<file path="src/rtl/mic1_mem_pkg.sv">
// Shared types and default widths for the MIC-1 main-memory arbiter.
//   mem_req_id_t : identifies which requester owns a port A access
//   mem_cmd_t    : one port A command (write flag, word address, write data)
//                  at the default widths
package mic1_mem_pkg;

    localparam int MEM_ADDR_W = 32;
    localparam int MEM_DATA_W = 32;

    typedef enum logic {
        REQ_CPU = 1'b0,
        REQ_DBG = 1'b1
    } mem_req_id_t;

    typedef struct packed {
        logic                  we;
        logic [MEM_ADDR_W-1:0] addr;
        logic [MEM_DATA_W-1:0] wdata;
    } mem_cmd_t;

endpackage

</file>
<file path="src/rtl/rr_arbiter2.sv">
// Two-way arbiter for port A of main memory.
//   clk, rst_n   : clock, synchronous active-low reset
//   req[1:0]     : raw requests, bit 0 = CPU, bit 1 = debug port
//   busy[1:0]    : requester was granted last cycle; its held req is that
//                  same access, so it is not eligible again yet
//   grant_valid  : a requester wins this cycle (combinational)
//   grant_id     : which requester wins
// RR_EN=1 alternates when both are eligible; RR_EN=0 gives the CPU fixed
// priority and lets the debug port in only while cpu req is low.
module rr_arbiter2
    import mic1_mem_pkg::*;
#(
    parameter bit RR_EN = 1'b1
) (
    input  logic        clk,
    input  logic        rst_n,
    input  logic [1:0]  req,
    input  logic [1:0]  busy,
    output logic        grant_valid,
    output mem_req_id_t grant_id
);

    logic [1:0]  eligible;
    mem_req_id_t last_id;

    assign eligible = req & ~busy;

    always_comb begin
        grant_valid = 1'b0;
        grant_id    = REQ_CPU;
        if (RR_EN) begin
            if (eligible == 2'b11) begin
                grant_valid = 1'b1;
                grant_id    = (last_id == REQ_CPU) ? REQ_DBG : REQ_CPU;
            end else if (eligible[0]) begin
                grant_valid = 1'b1;
                grant_id    = REQ_CPU;
            end else if (eligible[1]) begin
                grant_valid = 1'b1;
                grant_id    = REQ_DBG;
            end
        end else begin
            if (eligible[0]) begin
                grant_valid = 1'b1;
                grant_id    = REQ_CPU;
            end else if (eligible[1] && !req[0]) begin
                // A CPU request that is merely waiting out its own grant
                // still blocks the debug port in fixed-priority mode.
                grant_valid = 1'b1;
                grant_id    = REQ_DBG;
            end
        end
    end

    // NOTE: reset is sampled on the clock edge inside the same always_ff,
    // and all state here uses non-blocking assignments.
    // Pointer starts as "last = debug" so the CPU wins the first tie.
    always_ff @(posedge clk) begin
        if (!rst_n) begin
            last_id <= REQ_DBG;
        end else if (grant_valid) begin
            last_id <= grant_id;
        end
    end

endmodule

</file>
<file path="src/rtl/main_memory_arbiter.sv">
// Shares main_memory port A between the MIC-1 datapath (CPU, MAR/MDR) and
// the program-load/debug port, and sequences MBR byte fetches on port B.
//   clk, rst_n                   : clock, synchronous active-low reset
//   cpu_req/we/addr/wdata        : CPU word access, held until cpu_gnt
//   cpu_gnt, cpu_rvalid          : command issued / read data is for CPU
//   dbg_*                        : same set for the debug requester
//   fetch_req, fetch_addr        : one-cycle MBR byte fetch request
//   fetch_rvalid                 : port B read data valid (load MBR)
//   mem_wen_A/ren_A/addr_A/wdata_A : registered port A command
//   mem_ren_B, mem_addr_B        : registered port B command; addr held
//                                  until the next fetch is issued
// Port A: req sampled at N, command + gnt at N+1, rvalid at N+2 (reads).
// Port B: fetch_req at N, ren/addr at N+1, fetch_rvalid at N+2.
module main_memory_arbiter
    import mic1_mem_pkg::*;
#(
    parameter int ADDR_W = MEM_ADDR_W,
    parameter int DATA_W = MEM_DATA_W,
    parameter bit RR_EN  = 1'b1
) (
    input  logic              clk,
    input  logic              rst_n,
    input  logic              cpu_req,
    input  logic              cpu_we,
    input  logic [ADDR_W-1:0] cpu_addr,
    input  logic [DATA_W-1:0] cpu_wdata,
    output logic              cpu_gnt,
    output logic              cpu_rvalid,
    input  logic              dbg_req,
    input  logic              dbg_we,
    input  logic [ADDR_W-1:0] dbg_addr,
    input  logic [DATA_W-1:0] dbg_wdata,
    output logic              dbg_gnt,
    output logic              dbg_rvalid,
    input  logic              fetch_req,
    input  logic [ADDR_W-1:0] fetch_addr,
    output logic              fetch_rvalid,
    output logic              mem_wen_A,
    output logic              mem_ren_A,
    output logic [ADDR_W-1:0] mem_addr_A,
    output logic [DATA_W-1:0] mem_wdata_A,
    output logic              mem_ren_B,
    output logic [ADDR_W-1:0] mem_addr_B
);

    // Command record at this instance's widths.
    typedef struct packed {
        logic              we;
        logic [ADDR_W-1:0] addr;
        logic [DATA_W-1:0] wdata;
    } cmd_t;

    logic        grant_valid;
    mem_req_id_t grant_id;
    mem_req_id_t rd_owner;
    cmd_t        cpu_cmd;
    cmd_t        dbg_cmd;
    cmd_t        win_cmd;

    assign cpu_cmd = '{we: cpu_we, addr: cpu_addr, wdata: cpu_wdata};
    assign dbg_cmd = '{we: dbg_we, addr: dbg_addr, wdata: dbg_wdata};
    assign win_cmd = (grant_id == REQ_DBG) ? dbg_cmd : cpu_cmd;

    // A grant pulse consumes the request: the requester is masked for the
    // cycle its gnt is high, so a req still held then is not re-granted.
    rr_arbiter2 #(
        .RR_EN (RR_EN)
    ) u_arb (
        .clk         (clk),
        .rst_n       (rst_n),
        .req         ({dbg_req, cpu_req}),
        .busy        ({dbg_gnt, cpu_gnt}),
        .grant_valid (grant_valid),
        .grant_id    (grant_id)
    );

    always_ff @(posedge clk) begin
        if (!rst_n) begin
            cpu_gnt      <= 1'b0;
            dbg_gnt      <= 1'b0;
            cpu_rvalid   <= 1'b0;
            dbg_rvalid   <= 1'b0;
            mem_wen_A    <= 1'b0;
            mem_ren_A    <= 1'b0;
            mem_addr_A   <= '0;
            mem_wdata_A  <= '0;
            rd_owner     <= REQ_CPU;
            mem_ren_B    <= 1'b0;
            mem_addr_B   <= '0;
            fetch_rvalid <= 1'b0;
        end else begin
            // Port A issue stage
            cpu_gnt   <= grant_valid && (grant_id == REQ_CPU);
            dbg_gnt   <= grant_valid && (grant_id == REQ_DBG);
            mem_ren_A <= grant_valid && !win_cmd.we;
            mem_wen_A <= grant_valid &&  win_cmd.we;
            if (grant_valid) begin
                mem_addr_A  <= win_cmd.addr;
                mem_wdata_A <= win_cmd.wdata;
                rd_owner    <= grant_id;
            end

            // Port A return stage: the owner tag travels with the read, so a
            // different winner on the next cycle cannot steal the rvalid.
            cpu_rvalid <= mem_ren_A && (rd_owner == REQ_CPU);
            dbg_rvalid <= mem_ren_A && (rd_owner == REQ_DBG);

            // Port B: independent of port A; address held between fetches.
            mem_ren_B <= fetch_req;
            if (fetch_req) begin
                mem_addr_B <= fetch_addr;
            end
            fetch_rvalid <= mem_ren_B;
        end
    end

endmodule

</file>
<file path="config.mk">
export PLATFORM = sky130hd
export DESIGN_NAME = main_memory_arbiter
export DESIGN_NICKNAME = d
export VERILOG_FILES = /design/src/rtl/mic1_mem_pkg.sv /design/src/rtl/rr_arbiter2.sv /design/src/rtl/main_memory_arbiter.sv
export SDC_FILE = /design/constraint.sdc
export NUM_CORES = 1
export LEC_CHECK = 0
export ABC_AREA = 1
export CELL_PAD_IN_SITES_DETAIL_PLACEMENT = 2
export CELL_PAD_IN_SITES_GLOBAL_PLACEMENT = 2
export CORE_MARGIN = 4
export CORE_UTILIZATION = 20
export DETAILED_ROUTE_END_ITERATION = 10
export PLACE_DENSITY = 0.82
export SETUP_SLACK_MARGIN = 0.02
export SYNTH_ARGS = -nofsm -noshare
export SYNTH_HDL_FRONTEND = slang
export SYNTH_SLANG_ARGS = --single-unit
</file>
<file path="constraint.sdc">
create_clock -name clk -period 2 [get_ports clk]
set_input_delay 0.2 -clock clk [delete_from_list [all_inputs] [get_ports clk]]
set_output_delay 0.2 -clock clk [all_outputs]
set_load 0.05 [all_outputs]
</file>
==> After elaboration in Yosys (flattened, before gate mapping) <==
Cells that the tools add are included.
{ "classes": {"n_bitwise": 4, "n_reduce_logical": 7, "n_eq_ne": 1, "mux": 7} }
{ "op_table": {"columns": ["operator", "n"], "rows": [
  ["$mux W65", 1],
  ["$logic_and A1 B1 Y1", 6],
  ["$mux W1", 6],
  ["$and A2 B2 Y2", 1],
  ["$eq A2 B2 Y1 const B", 1],
  ["$not A1 Y1", 2],
  ["$not A2 Y2", 1],
  ["$logic_not A1 Y1", 1]
]} }
{ "word_totals": {"output_inout_bits": 104, "elab_cells": 32, "ff_bits": 106, "input_bits": 167} }

==> Depth between registers and ports, before layout <==
{ "depth": {"word_depth": 8, "ltp_mapped": 8, "depth_no_buf": 7} }

==> Hierarchy <==
A second synthesis with hierarchy kept.
{ "unflattened": {"cells_unflattened": 672, "area_unflattened_um2": 4630.7} }
{ "modules_own_cells": {"columns": ["module", "cells_each", "area_per_inst_um2", "seq_area_each_um2", "n_inst"], "rows": [
  ["main_memory_arbiter", 659, 4555.6, 2102.0, 1],
  ["rr_arbiter2", 13, 75.1, 20.0, 1]
]} }

==> Worst setup path before layout <==
Ideal clock, no wire load.
{ "synth_timing": {"path_type": "reg-to-reg", "startpoint": "reg cpu_gnt", "endpoint": "reg mem_addr_A[26]", "period_less_slack_ns": 1.536, "required_ns": 1.887, "setup_ns": 0.113, "t_arrival_ns": 1.423, "stages_incl_launch_ff": 8, "path_slack_ns": 0.464, "n_path_buf": 2, "cell_sequence": "dfxtp_1 inv_1 nand3_1 buf_2 buf_2 nand3_1 nand3_1 nand2_1"} }
{ "synth_via": {"elab_chain_cells": 5, "word_cells_on_any_way": 8, "cone_classes": "1 x eq/ne; 5 x mux; 2 x bitwise"} }
{ "synth_rtl": {"columns": ["item", "line", "rtl"], "rows": [
  ["start: declaration", "main_memory_arbiter.sv:27", "output logic cpu_gnt,"],
  ["start signal: assignment", "main_memory_arbiter.sv:93", "cpu_gnt <= grant_valid && (grant_id == REQ_CPU);"],
  ["$not A2 Y2 (*)", "rr_arbiter2.sv:26", "assign eligible = req & ~busy;"],
  ["$and A2 B2 Y2 (*)", "rr_arbiter2.sv:26", null],
  ["$eq A2 B2 Y1 / $mux W1 (equally long branches)", "rr_arbiter2.sv:32, rr_arbiter2.sv:35", null],
  ["$mux W1", "rr_arbiter2.sv:32", "if (eligible == 2'b11) begin"],
  ["$mux W65", "main_memory_arbiter.sv:62", "assign win_cmd = (grant_id == REQ_DBG) ? dbg_cmd : cpu_cmd;"],
  ["end signal: assignment", "main_memory_arbiter.sv:98", "mem_addr_A <= win_cmd.addr;"],
  ["end: declaration", "main_memory_arbiter.sv:40", "output logic [ADDR_W-1:0] mem_addr_A,"]
]} }
Every way passes the cells marked *; elsewhere a longest branch is shown, timed or not.
A chain may end at the register's enable or synchronous reset.

==> Final worst setup path <==
{ "layout_timing": {"startpoint": "reg dbg_gnt", "endpoint": "out dbg_gnt"} }
{ "layout_lines": {"columns": ["item", "line", "rtl"], "rows": [
  ["start: declaration", "main_memory_arbiter.sv:33", "output logic dbg_gnt,"],
  ["start signal: assignment", "main_memory_arbiter.sv:94", "dbg_gnt <= grant_valid && (grant_id == REQ_DBG);"]
]} }
No word-level cell between the ends.

==> results by group <==
STA
  • Max transition margin: 60.1%
  • Worst Tran Pin Value: 597 ps
  • Final Slew Violations: 0
  • Clk_skew: 9.66 ps
  • RSZ-0062 raised after global routing: false
  • Min Clock Period, post-route: roughly 1900 ps
  • Max Freq: 0.539 GHz
  • Final Hold Viols: 0
  • Setup TNS: 0 ps
  • Worst setup margin: ~140 ps
  • Hold Slack: 427 ps
  • Final setup vio count: 0
  • Final Cycle Share: 92.8%

Floorplan
  • Die width: 162 um
  • Core footprint: around 23000 sq um
  • # IOs: approximately 270
  • Starting Density: about a fifth
  • Die area: 26100 sq um
  • Number of cell rows: 55
  • Die H: 162 um

Final layout
  • Final #Nets: roughly 1100
  • Syn-to-layout area delta: 72.2%
  • Commonest non-fill, non-tap cell in the layout: clkdlybuf4s50_1
  • Share of cells above drive strength 1: 3.86%
  • Commonest cells after routing, fill and taps aside: 270 x clkdlybuf4s50_1, 201 x nand2_1, 135 x inv_1, 130 x nand3_1, 106 x dfxtp_1
  • Fillers: approximately 2700
  • Antenna cell count: 0

Worst setup path
  • Worst-path fanout max: 3
  • Worst Setup SP: dbg_gnt$_SDFF_PN0_
  • Crit-path slowest cell: clkdlybuf4s50_1
  • Worst setup SP type: register
  • CP Cell Sequence: clkdlybuf4s50_1
  • Reg2Reg Launch Point: cpu_gnt$_SDFF_PN0_
  • Worst endpoint data arrival time: 1660 ps
  • Critical path capture point type: output pin
  • Setup CP Type: reg -> out
  • Critical path's largest stage delay: 870 ps
  • CP Buf/Inv Count: 1
  • WP data required: 1800 ps
  • Family with the most delay on the worst path: buffers and inverters

Hold path
  • Hold WC Path Type: in -> reg
  • HP Start: fetch_addr[15]

GRT
  • Largest net degree at the start of global routing: 54
  • GRT Total Usage: 16.6%
  • Initial antenna violation count: 0
  • Global-route wire length before repair: 34200 um
  • Overflow after GRT: 0
  • Vias in the first global route: between 6000 and 7000

Power and ir drop
  • P_leak: 3.91 nW
  • Psw: between 2 and 2.5 mW
  • Pwr/cell area: a little under 800 nW/um^2
  • Sequential share of power: a little under two fifths
  • Maximum VDD drop: about 0.00036 V
  • Switching Fraction: between 30% and 40%
  • Total power: between 6 and 7 mW
  • Comb power frac: between 30% and 40%
  • Int Pwr: just over 4 mW
  • Clk network pwr share: 30.2%

Clocking
  • CTS Root Cell: clkbuf_16
  • CTS tree: yes
  • Clk_lat worst skew: approximately 350 ps
  • H-Tree Depth: 3
  • CTS max path bufs: 2
  • Sink Count: 106
  • # resized after CTS: 0
  • Post-CTS Hold Buffers: 0
  • Post-CTS Setup Inserts: 0
  • Clock transition at path regs: around 80 ps
  • CTS buffer count: 9

Route
  • Remaining DRCs: 0
  • DR WL/cell: approximately 17 um
  • Post-route ant nets: 0
  • Routed vias/inst: approximately 4.2
  • Total Wirelength: around 22000 um
  • First DRT Iteration DRCs: 174
  • Via count: 5508
  • First drt pass iteration count: 4

Logic synthesis
  • Syn avg cell area: about 6.5 sq um
  • Count of state elements after synthesis: about 110
  • Synth Cell Area: approximately 4700 sq um
  • Cell count after synthesis: 726
  • Synthesis warning total: 0
  • Post-synth cell types: 14
  • Post-Syn Nets: approximately 900
  • Register area share after synthesis: 44.9%

Placement
  • Pre-CTS WS: about 180 ps
  • GP Congestion: approximately 0.74
  • Hpwl dp: ~16000 um
  • Number of buffer cells added on primary ports: 270

Status
  • Status: complete, no violations

Flow run
  • Max cap viols: 0
## cells in the mapped netlist (all sizes together)
cell type | instances | area (sq um)
a21oi | 3 | 15.0
buf | 26 | 140
clkbuf | 17 | 63.8
dfxtp | 106 | 2120
inv | 137 | 514
nand2 | 204 | 773
nand3 | 131 | 656
nor2 | 69 | 274
nor3 | 1 | 5.00
o21ai | 32 | 160
## metal layers
| layer | track usage [%] | up-vias | share of wire [%] |
|---|---|---|---|
| met2 | 29.7 | 188 | 49 |
| met1 | 18.0 | 2620 | 39 |
| met5 | 0 | - | 0 |
| met3 | 7.69 | 15 | 11 |
| met4 | 3.42 | 0 | 1.3 |
| li1 | - | 2685 | - |
## final cells by class
| class | instances | area [sq um] | share of cell area [%] |
|---|---|---|---|
| clock buffer | 10 | 229 | 2.81 |
| timing repair buffer | 285 | 2900 | 35.7 |
| inverter | 137 | 514 | 6.32 |
| tap | 313 | 392 | 4.81 |
| sequential | 106 | 2120 | 26.1 |
| multi-input combinational | 440 | 1900 | 23.3 |
| clock inverter | 6 | 78.8 | 0.969 |
## stage by stage
step	utilization [%]	cell area, sq um	cells
after floorplan	-	4720	726
after global placement	34.2	7830	1281
after detailed placement	34.2	7830	1281
after CTS	35.5	8130	1297
after global routing	35.5	8130	1297
final	35.5	8130	1297
## cell families (layout without fill, tap and decap cells)
group,after synthesis,in the layout,share of synthesized area [%]
flip-flops,106,106,44.9
AO/OA/AOI/OAI,35,35,3.71
buffers and inverters,180,438,15.2
AND/OR/NAND/NOR,405,405,36.2
## power groups by stage
stage	logic [mW]	clock network, mW	registers [mW]
4_1_cts	2.11	2.03	2.41
3_5_place_dp	2.10	0	2.46
3_3_place_gp	2.07	0	2.45
2_1_floorplan	0.474	0	3.11
6_report	2.08	1.94	2.41
5_1_grt	2.23	2.11	2.43
## path summary, 6_finish.rpt
kind / to / cells after the start / slack (ps)
max: dbg_gnt / 1 / 140
min: mem_addr_B[15]$_SDFFE_PN0P_ / 3 / 430
max reg2reg: mem_wdata_A[20]$_SDFFE_PN0N_ / 8 / 470
min reg2reg: mem_addr_A[20]$_SDFFE_PN0N_ / 2 / 450
## sequential cells by signal, summed over array words and instances (netlist names)
name,flops
mem_addr_A,32
mem_addr_B,32
mem_wdata_A,32
cpu_gnt,1
cpu_rvalid,1
dbg_gnt,1
dbg_rvalid,1
fetch_rvalid,1
mem_ren_A,1
mem_ren_B,1
mem_wen_A,1
rd_owner,1
u_arb.last_id,1
No activity file was read; power rests on OpenSTA's default activity.
